$ cat src/rtl/imem_arbiter.sv
// imem_arbiter: shares a byte-wide synchronous-read instruction memory
// between the instruction-fetch path (word reads, big-endian assembly) and
// the boot loader (byte writes), with tie-only round-robin arbitration.
module imem_arbiter #(
  parameter int unsigned     XLEN            = 32,
  parameter int unsigned     PART_ADDR_WIDTH = 16,
  parameter logic [XLEN-1:0] MEM_OFFSET      = 32'h8000_0000,
  parameter int unsigned     MEM_SIZE        = 65536
) (
  input  logic                       clk_i,
  input  logic                       rst_ni,
  input  logic                       boot_mode_i,
  input  logic                       flush_i,
  input  logic                       fetch_valid_i,
  output logic                       fetch_ready_o,
  input  logic [XLEN-1:0]            fetch_addr_i,
  output logic                       inst_valid_o,
  output logic [XLEN-1:0]            inst_o,
  output logic [XLEN-1:0]            pc_o,
  input  logic                       ld_valid_i,
  output logic                       ld_ready_o,
  input  logic [XLEN-1:0]            ld_addr_i,
  input  logic [7:0]                 ld_data_i,
  output logic                       ld_err_o,
  output logic                       mem_re_o,
  output logic                       mem_we_o,
  output logic [PART_ADDR_WIDTH-1:0] mem_addr_o,
  output logic [7:0]                 mem_wdata_o,
  input  logic [7:0]                 mem_rdata_i
);

  localparam logic [1:0] IDLE  = 2'd0;
  localparam logic [1:0] FETCH = 2'd1;
  localparam logic [1:0] WAIT  = 2'd2;
  localparam logic [1:0] WR    = 2'd3;

  localparam logic GRANT_FETCH  = 1'b0;
  localparam logic GRANT_LOADER = 1'b1;

  // One bit wider than XLEN so OFFSET+SIZE cannot overflow the compare.
  localparam logic [XLEN:0] MEM_END = {1'b0, MEM_OFFSET} + (XLEN+1)'(MEM_SIZE);

  logic [1:0]                 state_q;
  logic [1:0]                 cnt_q;
  logic                       last_grant_q;
  logic [PART_ADDR_WIDTH-1:0] base_q;
  logic [XLEN-1:0]            pc_q;
  logic [23:0]                shift_q;
  logic [PART_ADDR_WIDTH-1:0] waddr_q;
  logic [7:0]                 wdata_q;
  logic                       wr_ok_q;
  logic                       inst_valid_q;
  logic [XLEN-1:0]            inst_q;
  logic [XLEN-1:0]            pc_out_q;

  logic idle;
  logic fetch_eligible;
  logic fetch_fire;
  logic ld_fire;
  logic ld_in_range;

  // Readies are gated by rst_ni so they read 0 while reset is held.
  assign idle           = rst_ni && (state_q == IDLE);
  assign fetch_eligible = !boot_mode_i && !flush_i;
  assign fetch_ready_o  = idle && fetch_eligible &&
                          !(ld_valid_i && (last_grant_q == GRANT_FETCH));
  assign ld_ready_o     = idle &&
                          !(fetch_valid_i && fetch_eligible && (last_grant_q == GRANT_LOADER));
  assign fetch_fire     = fetch_valid_i && fetch_ready_o;
  assign ld_fire        = ld_valid_i && ld_ready_o;

  assign ld_in_range = ({1'b0, ld_addr_i} >= {1'b0, MEM_OFFSET}) &&
                       ({1'b0, ld_addr_i} <  MEM_END);

  assign inst_valid_o = inst_valid_q;
  assign inst_o       = inst_q;
  assign pc_o         = pc_out_q;

  // Transaction sequencer: grant, read/write cycles, byte assembly, response.
  always_ff @(posedge clk_i or negedge rst_ni) begin
    if (!rst_ni) begin
      // NOTE: datapath registers are reset as well as control, so every
      // output reads 0 during reset and nothing stale leaks afterwards.
      state_q      <= IDLE;
      cnt_q        <= 2'd0;
      last_grant_q <= GRANT_FETCH;
      base_q       <= '0;
      pc_q         <= '0;
      shift_q      <= '0;
      waddr_q      <= '0;
      wdata_q      <= '0;
      wr_ok_q      <= 1'b0;
      inst_valid_q <= 1'b0;
      inst_q       <= '0;
      pc_out_q     <= '0;
    end else begin
      // NOTE: non-blocking assignments so every register samples the
      // pre-edge values; blocking here would create order-dependent state.
      inst_valid_q <= 1'b0;
      case (state_q)
        IDLE: begin
          if (fetch_fire) begin
            state_q      <= FETCH;
            cnt_q        <= 2'd0;
            base_q       <= {fetch_addr_i[PART_ADDR_WIDTH-1:2], 2'b00};
            pc_q         <= fetch_addr_i;
            last_grant_q <= GRANT_FETCH;
          end else if (ld_fire) begin
            state_q      <= WR;
            waddr_q      <= ld_addr_i[PART_ADDR_WIDTH-1:0] - MEM_OFFSET[PART_ADDR_WIDTH-1:0];
            wdata_q      <= ld_data_i;
            wr_ok_q      <= ld_in_range;
            last_grant_q <= GRANT_LOADER;
          end
        end
        FETCH: begin
          // Read data lags the strobe by one cycle; bytes 0..2 arrive here.
          if (cnt_q != 2'd0) shift_q <= {shift_q[15:0], mem_rdata_i};
          cnt_q <= cnt_q + 2'd1;
          if (flush_i)              state_q <= IDLE;
          else if (cnt_q == 2'd3)   state_q <= WAIT;
        end
        WAIT: begin
          // Byte 3 arrives now and completes the big-endian word.
          state_q <= IDLE;
          if (!flush_i) begin
            inst_valid_q <= 1'b1;
            inst_q       <= XLEN'({shift_q, mem_rdata_i});
            pc_out_q     <= pc_q;
          end
        end
        default: state_q <= IDLE;
      endcase
    end
  end

  // Memory-side strobes decoded from the current state.
  always_comb begin
    // NOTE: every output gets a default first so no path infers a latch.
    mem_re_o    = 1'b0;
    mem_we_o    = 1'b0;
    mem_addr_o  = '0;
    mem_wdata_o = 8'h00;
    ld_err_o    = 1'b0;
    case (state_q)
      FETCH: begin
        mem_re_o   = 1'b1;
        mem_addr_o = base_q + PART_ADDR_WIDTH'(cnt_q);
      end
      WR: begin
        mem_we_o = wr_ok_q;
        ld_err_o = !wr_ok_q;
        if (wr_ok_q) begin
          mem_addr_o  = waddr_q;
          mem_wdata_o = wdata_q;
        end
      end
      default: ;
    endcase
  end

endmodule

$ cat config.mk
export PLATFORM = sky130hd
export DESIGN_NAME = imem_arbiter
export DESIGN_NICKNAME = d
export VERILOG_FILES = /design/src/rtl/imem_arbiter.sv
export SDC_FILE = /design/constraint.sdc
export NUM_CORES = 1
export LEC_CHECK = 0
export BUFFER_PORTS_ARGS = -buffer_cell sky130_fd_sc_hd__buf_2
export CAP_MARGIN = 20
export CORE_MARGIN = 1
export CORE_UTILIZATION = 35
export DETAILED_ROUTE_END_ITERATION = 8
export GPL_TIMING_DRIVEN = 0
export PLACE_DENSITY = 0.56
export SLEW_MARGIN = 5
export SYNTH_ARGS = -nofsm -noshare
export SYNTH_HDL_FRONTEND = slang
export SYNTH_SLANG_ARGS = --single-unit
export TNS_END_PERCENT = 30
$ cat constraint.sdc
create_clock -name clk_i -period 2.1 [get_ports clk_i]
set_clock_uncertainty 0.1 [all_clocks]
set_input_delay 0.21 -clock clk_i [delete_from_list [all_inputs] [get_ports clk_i]]
set_output_delay 0.21 -clock clk_i [all_outputs]
set_load 0.03 [all_outputs]
Word level (Yosys, flattened, before mapping)
Cells that the tools add are included.
Widths: inputs -> output; s select.
{ "classes": {"add_sub_neg": 2, "n_mul": 0, "div_mod_pow": 0, "n_lt_le_gt_ge": 2, "n_eq_ne": 7, "n_shift": 0, "muxes": 18, "n_bitwise": 3, "reduce_logical": 27} }
{ "ops": {"columns": ["cell", "n"], "rows": [
  ["$ge 32x32->1 const B", 1],
  ["$lt 32x32->1 const B", 1],
  ["$pmux 16 s2", 1],
  ["$add 16x2->16", 1],
  ["$mux 16", 1],
  ["$mux 8", 2],
  ["$reduce_and 2->1", 6],
  ["$logic_and 1x1->1", 11],
  ["$mux 2", 5],
  ["$pmux 2 s2", 2],
  ["$mux 1", 7],
  ["$eq 2x2->1 const B", 3],
  ["$ne 3x3->1 const B", 2],
  ["$reduce_bool 2->1", 3],
  ["$logic_not 1->1", 5],
  ["$not 1->1", 3],
  ["$reduce_and 3->1", 1],
  ["$add 2x1->2 const B", 1],
  ["$eq 2x1->1 const B", 1],
  ["$logic_not 2->1", 1],
  ["$ne 2x2->1 const B", 1]
]} }
{ "totals": {"regBits": 165, "latch_bits": 0, "ram_bits": 0, "romBits": 0, "input_bits": 86, "out_inout_bits": 94, "elab_cells": 71, "n_memories": 0} }

Logic depth before layout (Yosys ltp)
{ "depth": {"ltp_word": 10, "ltp_mapped": 5, "ltp_nobuf": 4} }

Worst setup path before layout
OpenSTA, ideal clock, no wires.
{ "synth_path": {"kind": "flip-flop to output port", "from": "register state_q[1]", "to": "output port mem_addr_o[11]", "arrival_time_ns": 1.669, "required_time_ns": 1.790, "setup_slack_ns": 0.121, "path_stages_with_launch": 5, "n_path_buf": 1, "path_cell_list": "dfrtp_1 > nand2b_1 > clkinv_1 > clkbuf_1 > a22o_1"} }
{ "synth_between": {"elab_chain_cells": 2, "word_cells_on_any_way": 3, "classes_between": "eq/ne: 2; mux: 1"} }
{ "synth_rtl": {"columns": ["element", "line", "rtl"], "rows": [
  ["start, declared", "43", "logic [1:0] state_q;"],
  ["start signal, assigned", "84", "state_q <= IDLE;"],
  ["start signal, assigned", "103", "state_q <= FETCH;"],
  ["start signal, assigned", "109", "state_q <= WR;"],
  ["$eq 2x2->1 / $eq 2x1->1 (equally long branches)", "145", "case (state_q)"],
  ["$pmux 16 s2 (*)", "145", null],
  ["end, declared", "27", "output logic [PART_ADDR_WIDTH-1:0] mem_addr_o,"]
]} }
Every way passes the cells marked *; elsewhere a longest branch is shown, timed or not.

Final worst setup path
{ "layout_path": {"from": "register state_q[0]", "to": "output port mem_addr_o[14]"} }
The elaborated chain is that of the path after synthesis.

==> metrics.cfg <==
[outcome]
status=complete, but fails checks
failed_checks=hold timing

[clock_tree]
clk_transition_reported_paths_ps=60
cts.sink_count=151
cts_tree=done
cts_setup_buffers=0
clockBufferDepth=2
hold_buffers=66
cts-buffers-inserted=17
clk_latency_ps=420
cts-root-buf=clkbuf_16
cts-htree-levels=4

[placement]
io_buffers=179
place_ws_ps=-758
postPlaceCellArea_mm2=0.00729
globalplace.congestion=0.755
dp_hpwl_um=9860

[setup_path]
worst_ep_arrival_time_ps=1710
r2r_end=pc_q[4]
required_ps=1790
worstRegToRegCells=4
critPathBufInv=2
slowest_stage=dfrtp_2
r2r_slack_ps=110
crit_type=reg2out
path_max_fanout=10
crit_path_cell_trace=and3_4, buf_4, a22o_1, buf_2
r2r_start=state_q[0]
startpoint_type=flop
endpoint_kind=output port
cp_top_family=flip-flops
max_stage_delay_ps=460

[power]
p_per_area_mw_per_mm2=1430
totalPowerFinal_mw=12.4
ir_drop_uv=834
p_leak_nw=4.26

[synthesis]
yosys.area_share.simple=0.0288
synth_top_family_by_area=multiplexers
ys.flop_type=dfrtp_1
muxShareOfSynthArea=0.284
ys_seq_area_frac=0.621
async_flop_share=1.00
syn_nets=461
yosys_warnings=0
synth.cell_area_mm2=0.00608
postSynthCellCount=373
syn-mean-instance-area_um2=16.3
synth-edff-count=0
synth.distinct_cells=31
synth-compound-area-share=0.0393
ys_seq_elements=151
synth_fa_ha_area_frac=0.00411
synthXorXnorAreaFrac=0

[drt]
drt_first_iter_violations=115
postRouteAntennaNets=0
drc=0
vias=4055
viasPerCell=4.66
avgRoutedWirePerCell_um=16.8
first_pass_iters=4
totalWireLength_um=14600

[global_route]
antenna_found_initial=0
gr-total-overflow=0
track_usage=0.176
grt_max_degree=71
grt_pass1_vias=4485
grt_pass1_wl_um=23900

[sta]
fin_crit_sh=0.961
worstMarginPinSlew_ps=615
max_slew_margin=0.589
period_needed_ps=2020
fmax_mhz=495
rsz0062_at_grt=true
holdWs_ps=-401
drv_slew=0
hold_viol_final=68
tns_ps=0
finalSetupViolations=0
fin_ws_ps=81.1

[finish]
final_area_mm2=0.00866
nNetsFinal=726
area_growth_pct=42.3
antenna_cells=0
drive_above_1_share=0.590
final_util=0.516

[floorplan]
pin_count=180
initial_core_util=0.363
dieArea_mm2=0.0179
die_h_um=134
die_w_um=134
core_area_mm2=0.0168
row_count=47

[hold_path]
min_path_type=in2async

[run]
drv_cap=0

-- sequential cells by signal, summed over array words and instances, names as in the netlist --
name          count
pc_o             32
waddr_q          16
cnt_q             2
inst_o           32
wdata_q           8
wr_ok_q           1
last_grant_q      1
inst_valid_o      1
shift_q          24
state_q           2
pc_q             32
-- kinds of logic (layout without fill, tap and decap cells) --
kind of cell,Yosys count,count (layout)
simple gates,28,28
fa+ha+maj,2,2
mux,145,145
flops,151,151
buf+inv,23,301
compound gates,24,24
-- worst max-delay path by stage --
stage,startpoint,to,slack (ps),depth (start not counted)
3_5_place_dp,rst_ni,pc_q[16],-760,6
5_1_grt,state_q[0],pc_o[17],-30,4
6_report,state_q[0],mem_addr_o[14],80,4
2_1_floorplan,state_q[1],mem_addr_o[11],120,4
4_1_cts,state_q[0],mem_addr_o[14],30,4
3_3_place_gp,rst_ni,pc_q[13],-2470,5
-- repair_timing --
action | in CTS | in global routing
gates resized for setup | 15 | 3
hold endpoints to repair | 182 | 68
setup endpoints to repair | 81 | 55
cloned | 1 | 0
-- layer usage --
layer | share of wire | GRT usage | vias to the layer above
met5 | 0 | 0 | -
met1 | 0.41 | 0.203 | 2052
li1 | - | - | 1879
met3 | 0.045 | 0.0476 | 21
met4 | 0.024 | 0.0789 | 0
met2 | 0.52 | 0.305 | 103
-- power by group --
group | total, mW | internal [mW] | switching, mW
sequential | 4.99 | 4.24 | 0.754
combinational | 4.25 | 1.94 | 2.32
clock | 3.14 | 1.92 | 1.22
total | 12.4 | 8.09 | 4.29
-- synthesized netlist by cell type, types with 2 or more instances --
| master | number | area, µm² |
|---|---|---|
| and2_1 | 8 | 50.1 |
| buf_6 | 5 | 56.3 |
| nor4_1 | 3 | 18.8 |
| a22o_1 | 16 | 140 |
| o21ai_0 | 2 | 10.0 |
| clkbuf_1 | 4 | 15.0 |
| and3_2 | 2 | 15.0 |
| nor2_1 | 4 | 15.0 |
| ha_1 | 2 | 25.0 |
| dfrtp_1 | 151 | 3780 |
| nand2_1 | 4 | 15.0 |
| inv_1 | 4 | 15.0 |
| buf_2 | 9 | 45.0 |
| mux2_4 | 26 | 390 |
| mux2_2 | 117 | 1320 |
-- layout make-up --
cell class,count,area [µm²]
well taps,220,275
clock buffers,19,443
fillers,1454,8100
inverters,5,23.8
repair buffers,247,1650
clock inverters,13,171
multi-input cells,199,2180
plain buffers,17,133
flip-flops and latches,151,3780
-- through the flow --
step / std cells / hold slack (ps)
2_1_floorplan: 373 / -186
3_3_place_gp: 772 / 325
3_5_place_dp: 773 / 164
4_1_cts: 871 / -406
5_1_grt: 871 / -404
6_report: 871 / -401
-- cell usage in the layout, fill, tap and decap left out, drive strengths merged, types with 4 or more instances in the layout --
master	instances
buf	195
and2	8
clkbuf	22
clkinvlp	4
nand2	4
clkinv	5
mux2	144
dfrtp	151
nor2	5
inv	6
dlygate4sd3	65
a22o	16
No activity file was read; power rests on OpenSTA's default activity.
